--- src/rtl/fetch_pkg.sv ---
// Shared constants and types for the instruction-fetch stage.
package fetch_pkg;

    localparam int unsigned OPC_MSB   = 15;
    localparam int unsigned OPC_LSB   = 11;
    localparam logic [4:0]  OPC_HLT   = 5'b00001;
    localparam logic [15:0] NOP_INSTR = 16'h0000;

    typedef enum logic [1:0] {
        FS_IDLE,
        FS_RUN,
        FS_HALTED
    } fetch_state_e;

endpackage

--- src/rtl/if_id_reg.sv ---
// IF/ID pipeline register: load, hold, or insert a bubble (valid=0, NOP, pc fields kept).
module if_id_reg
    import fetch_pkg::*;
#(
    parameter int unsigned DATA_WIDTH = 16,
    parameter int unsigned PC_WIDTH   = 16
) (
    input  logic                  clk,
    input  logic                  rst_n,
    input  logic                  load_i,
    input  logic                  bubble_i,
    input  logic [DATA_WIDTH-1:0] instr_i,
    input  logic [PC_WIDTH-1:0]   pc_i,
    input  logic [PC_WIDTH-1:0]   pc_next_i,
    output logic                  valid_o,
    output logic [DATA_WIDTH-1:0] instr_o,
    output logic [PC_WIDTH-1:0]   pc_o,
    output logic [PC_WIDTH-1:0]   pc_next_o
);

    always_ff @(posedge clk or negedge rst_n) begin
        if (!rst_n) begin
            valid_o   <= 1'b0;
            instr_o   <= DATA_WIDTH'(NOP_INSTR);
            pc_o      <= '0;
            pc_next_o <= '0;
        end else if (bubble_i) begin
            valid_o <= 1'b0;
            instr_o <= DATA_WIDTH'(NOP_INSTR);
        end else if (load_i) begin
            valid_o   <= 1'b1;
            instr_o   <= instr_i;
            pc_o      <= pc_i;
            pc_next_o <= pc_next_i;
        end
    end

endmodule

--- src/rtl/fetch_stage.sv ---
// Instruction-fetch stage: PC, imem request handshake, IF/ID register, HLT handling.
// Optional FETCH_PERF_CNT_EN adds saturating fetch/stall performance counters.
module fetch_stage
    import fetch_pkg::*;
#(
    parameter int unsigned          DATA_WIDTH = 16,
    parameter int unsigned          PC_WIDTH   = 16,
    parameter logic [PC_WIDTH-1:0]  RESET_PC   = '0,
    parameter int unsigned          PC_INC     = 1
) (
    input  logic                  clk,
    input  logic                  rst_n,
    input  logic                  stall_i,
    input  logic                  flush_i,
    input  logic                  redirect_i,
    input  logic [PC_WIDTH-1:0]   redirect_pc_i,
    output logic                  imem_req_o,
    output logic [PC_WIDTH-1:0]   imem_addr_o,
    input  logic [DATA_WIDTH-1:0] imem_rdata_i,
    input  logic                  imem_ready_i,
    output logic                  if_id_valid_o,
    output logic [DATA_WIDTH-1:0] if_id_instr_o,
    output logic [PC_WIDTH-1:0]   if_id_pc_o,
    output logic [PC_WIDTH-1:0]   if_id_pc_next_o,
    output logic                  halted_o
`ifdef FETCH_PERF_CNT_EN
    ,
    output logic [31:0]           perf_fetch_cnt_o,
    output logic [31:0]           perf_stall_cnt_o
`endif
);

    localparam logic [PC_WIDTH-1:0] PcInc = PC_WIDTH'(PC_INC);

    fetch_state_e        state_q, state_d;
    logic [PC_WIDTH-1:0] pc_q, pc_d;
    logic                halted_q, halted_d;
    logic                accept;
    logic                is_hlt;
    logic                ifid_load;
    logic                ifid_bubble;
    logic [PC_WIDTH-1:0] pc_plus;

    assign imem_req_o  = (state_q == FS_RUN) && !stall_i && !redirect_i;
    assign imem_addr_o = pc_q;
    assign accept      = imem_req_o && imem_ready_i;
    assign is_hlt      = (imem_rdata_i[OPC_MSB:OPC_LSB] == OPC_HLT);
    assign pc_plus     = pc_q + PcInc;
    assign halted_o    = halted_q;

    always_comb begin
        state_d     = state_q;
        pc_d        = pc_q;
        halted_d    = halted_q;
        ifid_load   = 1'b0;
        ifid_bubble = 1'b0;
        if (redirect_i) begin
            pc_d        = redirect_pc_i;
            ifid_bubble = 1'b1;
            state_d     = FS_RUN;
            halted_d    = 1'b0;
        end else begin
            if (state_q == FS_IDLE) begin
                state_d = FS_RUN;
            end
            if (flush_i) begin
                ifid_bubble = 1'b1;
            end else if (stall_i) begin
                ifid_bubble = 1'b0;
            end else if (accept) begin
                ifid_load = 1'b1;
                if (is_hlt) begin
                    // PC stays on the HLT so a later redirect is the only way forward.
                    state_d  = FS_HALTED;
                    halted_d = 1'b1;
                end else begin
                    pc_d = pc_plus;
                end
            end else begin
                ifid_bubble = 1'b1;
            end
        end
    end

    always_ff @(posedge clk or negedge rst_n) begin
        if (!rst_n) begin
            state_q  <= FS_IDLE;
            pc_q     <= RESET_PC;
            halted_q <= 1'b0;
        end else begin
            state_q  <= state_d;
            pc_q     <= pc_d;
            halted_q <= halted_d;
        end
    end

    if_id_reg #(
        .DATA_WIDTH (DATA_WIDTH),
        .PC_WIDTH   (PC_WIDTH)
    ) u_if_id_reg (
        .clk       (clk),
        .rst_n     (rst_n),
        .load_i    (ifid_load),
        .bubble_i  (ifid_bubble),
        .instr_i   (imem_rdata_i),
        .pc_i      (pc_q),
        .pc_next_i (pc_plus),
        .valid_o   (if_id_valid_o),
        .instr_o   (if_id_instr_o),
        .pc_o      (if_id_pc_o),
        .pc_next_o (if_id_pc_next_o)
    );

`ifdef FETCH_PERF_CNT_EN
    logic [31:0] fetch_cnt_q, stall_cnt_q;

    always_ff @(posedge clk or negedge rst_n) begin
        if (!rst_n) begin
            fetch_cnt_q <= '0;
            stall_cnt_q <= '0;
        end else begin
            if (accept && (fetch_cnt_q != '1)) begin
                fetch_cnt_q <= fetch_cnt_q + 32'd1;
            end
            if (stall_i && (state_q == FS_RUN) && (stall_cnt_q != '1)) begin
                stall_cnt_q <= stall_cnt_q + 32'd1;
            end
        end
    end

    assign perf_fetch_cnt_o = fetch_cnt_q;
    assign perf_stall_cnt_o = stall_cnt_q;
`endif

endmodule

--- config.mk ---
export PLATFORM = sky130hd
export DESIGN_NAME = fetch_stage
export DESIGN_NICKNAME = d
export VERILOG_FILES = /design/src/rtl/fetch_pkg.sv /design/src/rtl/if_id_reg.sv /design/src/rtl/fetch_stage.sv
export SDC_FILE = /design/constraint.sdc
export NUM_CORES = 1
export LEC_CHECK = 0
export ABC_CLOCK_PERIOD_IN_PS = 1900
export CELL_PAD_IN_SITES_DETAIL_PLACEMENT = 1
export CELL_PAD_IN_SITES_GLOBAL_PLACEMENT = 1
export CORE_ASPECT_RATIO = 0.8
export CORE_MARGIN = 10
export CORE_UTILIZATION = 25
export CTS_CLUSTER_SIZE = 12
export DETAILED_ROUTE_END_ITERATION = 10
export PLACE_DENSITY_LB_ADDON = 0.1
export SYNTH_ARGS = -nofsm -noshare
export SYNTH_HDL_FRONTEND = slang
export SYNTH_SLANG_ARGS = --single-unit
--- constraint.sdc ---
create_clock -name clk -period 1.9 [get_ports clk]
set_input_delay 0.19 -clock clk [delete_from_list [all_inputs] [get_ports clk]]
set_output_delay 0.19 -clock clk [all_outputs]
set_load 0.05 [all_outputs]
== Yosys cells after proc, flatten, opt, wreduce, memory -nomap -nowiden ==
Index checks and enable logic that the tools add are counted.

* Bits of input ports: 38
* Register bits: 68

* Reductions and logical operators: 12
* Equality and inequality tests: 5
* Multiplexer cells: 28
* Bitwise gates (word level): 1
* Add/subtract/negate cells: 1

{| class="wikitable"
|+ Operators with widths
! operator !! number
|-
| two-way mux 16 bit || 7
|-
| adder 16 x 1 -> 16 bit, second input constant || 1
|-
| two-way mux 1 bit || 15
|-
| two-way mux 2 bit || 6
|-
| AND reduction 4 bit || 2
|-
| nonzero test 2 bit || 3
|-
| equality test 5 x 1 -> 1 bit, second input constant || 1
|-
| inequality test 2 x 1 -> 1 bit, second input constant || 2
|-
| logical AND 1 bit || 3
|-
| equality test 2 x 1 -> 1 bit, second input constant || 1
|-
| zero test 1 bit || 2
|-
| zero test 2 bit || 1
|-
| inequality test 2 bit, second input constant || 1
|-
| AND reduction 2 bit || 1
|-
| inverter 1 bit || 1
|}

== Depth between registers and ports, before layout ==
* Depth after elaboration: 10
* Depth in mapped cells: 7
* Depth with buffers taken out: 5

== Hierarchy ==
From an unflattened synthesis, not the netlist that was laid out.

* Cell total of the unflattened synthesis: 263
* Area total of the unflattened synthesis: 3255.6 sq um

{| class="wikitable"
|+ Modules (own cells, without submodules)
! module !! sequential area each (sq um) !! instances !! cells an instance !! area an instance (sq um)
|-
| if_id_reg || 1226.2 || 1 || 124 || 2039.5
|-
| fetch_stage || 475.5 || 1 || 139 || 1216.2
|}

== Least setup slack after synthesis ==
No wires, ideal clock.

* Kind: flip-flop to flip-flop
* From: register pc_q[0] (netlist: imem_addr_o[0])
* To: register pc_q[12] (netlist: imem_addr_o[12])
* Setup time: 126 ps
* Arrival time: 2235 ps
* Buffers on the path: 0
* Cell stages (with the launch flop): 6
* Slack: -461 ps
* Period minus slack after synthesis: 2361 ps
* Path through: dfrtp_1 > ha_1 > nand2_1 > or4_1 > mux2_2 > a221o_1

* Longest elaborated chain between the ends: 6

{| class="wikitable"
|+ Ends and longest elaborated chain
! item !! line !! source
|-
| from (decl) || fetch_stage.sv:36 || <nowiki>logic [PC_WIDTH-1:0] pc_q, pc_d;</nowiki>
|-
| from (signal assigned) || fetch_stage.sv:92 || <nowiki>pc_q <= pc_d;</nowiki>
|-
| adder 16 x 1 -> 16 bit || fetch_stage.sv:48 || <nowiki>assign pc_plus = pc_q + PcInc;</nowiki>
|-
| two-way mux 16 bit || fetch_stage.sv:72 || <nowiki>if (is_hlt) begin</nowiki>
|-
| two-way mux 16 bit || fetch_stage.sv:70 || <nowiki>end else if (accept) begin</nowiki>
|-
| two-way mux 16 bit || fetch_stage.sv:68 || <nowiki>end else if (stall_i) begin</nowiki>
|-
| two-way mux 16 bit || fetch_stage.sv:66 || <nowiki>if (flush_i) begin</nowiki>
|-
| two-way mux 16 bit || fetch_stage.sv:57 || <nowiki>if (redirect_i) begin</nowiki>
|}

Every way passes these cells. The select of a mux whose other input is x is not followed.
A chain may end at the register's enable or synchronous reset.

== Worst setup path in the final report ==
* From: register state_q[1]
* To: register pc_q[12] (netlist: imem_addr_o[12])

* Longest elaborated chain between the ends: 6

{| class="wikitable"
|+ Ends and longest elaborated chain
! item !! line !! source
|-
| from (decl) || fetch_stage.sv:35 || <nowiki>fetch_state_e state_q, state_d;</nowiki>
|-
| from (signal assigned) || fetch_stage.sv:91 || <nowiki>state_q <= state_d;</nowiki>
|-
| equality test 2 x 1 -> 1 bit || fetch_stage.sv:44 || <nowiki>assign imem_req_o = (state_q == FS_RUN) && !stall_i && !redirect_i;</nowiki>
|-
| logical AND 1 bit (2 in series) || fetch_stage.sv:44 ||
|-
| logical AND 1 bit || fetch_stage.sv:46 || <nowiki>assign accept = imem_req_o && imem_ready_i;</nowiki>
|-
| nonzero test 2 bit (no source line) || n/a ||
|-
| AND reduction 4 bit (no source line) || n/a ||
|}

Every way passes these cells.

==> results.sh <==
export IMPL_outcome="complete, but fails checks"
export IMPL_violations="setup timing"
export IMPL_coreArea_um2=12120
export IMPL_ys_ff_latch=68
export IMPL_ios=105
export IMPL_antenna_found_initial=0
export IMPL_cts_reportedPaths_clkPinSlew_ns=0.06
export IMPL_port_buffers=104
export IMPL_ff2ff_setup_slack_ns=-0.09
export IMPL_setup_ws_ns=-0.08808
export IMPL_final_cell_mix="86 x clkdlybuf4s50_1, 57 x dfrtp_1, 54 x buf_4, 18 x nor2_1, 17 x mux2_2"
export IMPL_slowest_delay_ns=0.54
export IMPL_max_clock_freq_mhz=503.0
export IMPL_fp_dieH_um=119.4
export IMPL_fin_nets=451
export IMPL_syn_to_final_growth_pct=67.61
export IMPL_grt_pass1_wl_um=16170
export IMPL_postLayoutCellArea_um2=5180
export IMPL_gp_congestion=0.7155
export IMPL_cp_data_required_time_ns=2.10
export IMPL_antenna_cells=0
export IMPL_synth_area_um2=3090
export IMPL_ir_drop_mv=0.4936
export IMPL_seqCellArea_um2=1718
export IMPL_slew_viol_final=0
export IMPL_startpoint_type="flop"
export IMPL_final_cells=569
export IMPL_cpLargestDelayFamily="simple AND/OR/NAND/NOR gates"
export IMPL_seq_area_frac_synth_pct=55.06
export IMPL_final_common_cell="clkdlybuf4s50_1"
export IMPL_fin_util_pct=42.75
export IMPL_finClkSkew_ns=0.005976
export IMPL_relSlewSlack_pct=50.11
export IMPL_syn_avg_cell_area_um2=12.03
export IMPL_fp_dieArea_um2=17240
export IMPL_cp_arrival_ns=2.19
export IMPL_n_fill_cell=1276
export IMPL_min_period_over_period_pct=104.6
export IMPL_power_density_nw_per_um2=996.5
export IMPL_drc=0
export IMPL_clockRootBuffer="clkbuf_16"
export IMPL_multiInputGateArea_um2=1353
export IMPL_end_kind="flop"
export IMPL_initial_core_util_pct=25.51
export IMPL_totalWireLength_um=10420
export IMPL_cp_cell_sequence="or4b_4 -> clkinv_8 -> o211a_4 -> mux2_4 -> a221o_1"
export IMPL_swShare_pct=35.92
export IMPL_critical_path_slowest_cell="or4b_4"
export IMPL_period_needed_ns=1.988
export IMPL_htreeDepth=3
export IMPL_grt_setup_unrepaired="yes"
export IMPL_die_w_um=144.3
export IMPL_routed_via_density=4.631
export IMPL_yosysWarnings=0
export IMPL_cap_violations=0
export IMPL_comb_power_share_pct=35.5
export IMPL_placed_area_um2=4735
export IMPL_critPathMaxFanout=8
export IMPL_tightest_slew_ns=0.7475
export IMPL_vias=2635
export IMPL_hpwl_um=7768
export IMPL_first_pass_iters=4
export IMPL_synth_async_reset_ratio_pct=100.0
export IMPL_p_sw_mw=1.854
export IMPL_track_usage_pct=12.04
export IMPL_cts_tree="done"
export IMPL_p_leak_nw=2.218
export IMPL_worstSkewPairLatency_ns=0.33
export IMPL_crit_type="reg2reg"
export IMPL_hold_path_class="in2reg"
export IMPL_syn_inst=257
export IMPL_hold_viol_final=0
export IMPL_num_rows=36
export IMPL_overflow=0
export IMPL_cts_sinks=68
export IMPL_critPathBufInv=1
export IMPL_setup_violations_final=31
export IMPL_grt_pass1_vias=2869
export IMPL_pwr_share_clk_pct=29.8
export IMPL_synth_area_leader_cell="dfrtp_1"
export IMPL_grt_start_max_net_pins=32
export IMPL_mappedNetlistNets=296
export IMPL_share_seq_of_total_power_pct=34.8
export IMPL_synth_top_area_share_pct=55.06
export IMPL_final_layout_size_suffix_gt1_share_pct=31.41
export IMPL_ant_nets=0
export IMPL_placed_cells_incl_taps=546
export IMPL_cts_inserted_buffers=9
export IMPL_ys_flop_type="dfrtp_1"
export IMPL_ys_top_cells_by_area="dfrtp_1 55%, mux2_2 7.7%, a221o_1 4.5%"
export IMPL_internal_power_mw=3.308
export IMPL_drtIter0Drc=136
export IMPL_wire_per_inst_um=18.31
export IMPL_synth_cell_types=39
export IMPL_tns_ns=-1.223
export IMPL_clock_path_buffers=2
export IMPL_synth_edf_count=0
[cell families after synthesis]
family / share of synthesized area (%)
multiplexers: 11.05
adder cells (fa/ha/maj): 0.4048
flip-flops: 55.06
XOR/XNOR: 3.968
AO/OA/AOI/OAI: 14.17
AND/OR/NAND/NOR: 11.34
buffers and inverters: 4.008
[metal layers]
layer | GRT usage [%] | vias to the layer above | wire [µm]
met2 | 17.65 | 67 | 4685
li1 | - | 1255 | -
met1 | 15.46 | 1304 | 4756
met5 | 0 | - | 0
met3 | 5.917 | 9 | 879
met4 | 3.026 | 0 | 96
[flip-flops by register name, summed over array words and instances, names as in the netlist]
register               cells
u_if_id_reg.pc_o          16
u_if_id_reg.pc_next_o     16
u_if_id_reg.valid_o        1
imem_addr_o               16
halted_o                   1
u_if_id_reg.instr_o       16
state_q                    2
[repair_timing]
action / in CTS / in global routing
setup endpoints to repair: 32 / 56
gates resized for setup: 7 / 18
endpoints found under the hold margin: 24 / 0
gates cloned: 0 / 2
pin swaps: 3 / 2
hold buffers: 1 / 0
setup buffers: 3 / 2
[final timing paths]
| check | startpoint | endpoint | cells after the start |
|---|---|---|---|
| max | state_q[1] | imem_addr_o[12] | 5 |
| max reg2reg | state_q[1] | imem_addr_o[12] | 5 |
| min reg2reg | u_if_id_reg.valid_o | u_if_id_reg.valid_o | 1 |
| min | imem_rdata_i[13] | u_if_id_reg.instr_o[13] | 2 |
| min in group asynchronous | rst_n | u_if_id_reg.instr_o[2] | 2 |
| max in group asynchronous | rst_n | u_if_id_reg.pc_o[15] | 3 |
[layout make-up]
class,instances,area share [%]
flip-flops and latches,68,33.16
inverters,6,0.6763
multi-input cells,165,26.11
well taps,152,3.671
repair buffers,162,31.09
clock buffers,14,5.097
clock inverters,2,0.1932
[stage by stage]
step,setup WS (ns),total power [mW],hold slack [ns]
3_3_place_gp,-0.4686,3.633,0.1491
4_1_cts,-0.1311,5.240,0.2513
6_report,-0.08808,5.162,0.1617
3_5_place_dp,-0.4906,3.655,0.1555
2_1_floorplan,-0.1275,2.911,-0.1056
5_1_grt,-0.1218,5.432,0.1816
[synth_stat cells, drive strengths merged, types with 3 or more instances]
master / n
xor2: 5
nor2: 19
nor3b: 6
dfrtp: 68
nand3: 5
nor3: 9
nand2: 6
mux2: 22
clkbuf: 9
xnor2: 9
nor4: 3
nand4: 3
a21oi: 16
inv: 5
mux2i: 9
buf: 9
a22o: 17
and3: 3
a221o: 14
a21o: 4
[power by group through the flow]
| stage | clock network (mW) | logic [mW] | registers (mW) |
|---|---|---|---|
| floorplan | 0 | 0.336 | 2.57 |
| finish | 1.54 | 1.83 | 1.79 |
| detailed placement | 0 | 1.83 | 1.82 |
| CTS | 1.60 | 1.84 | 1.80 |
| global placement | 0 | 1.82 | 1.81 |
| global route | 1.67 | 1.94 | 1.83 |
Power figures use the tool's default switching activity.
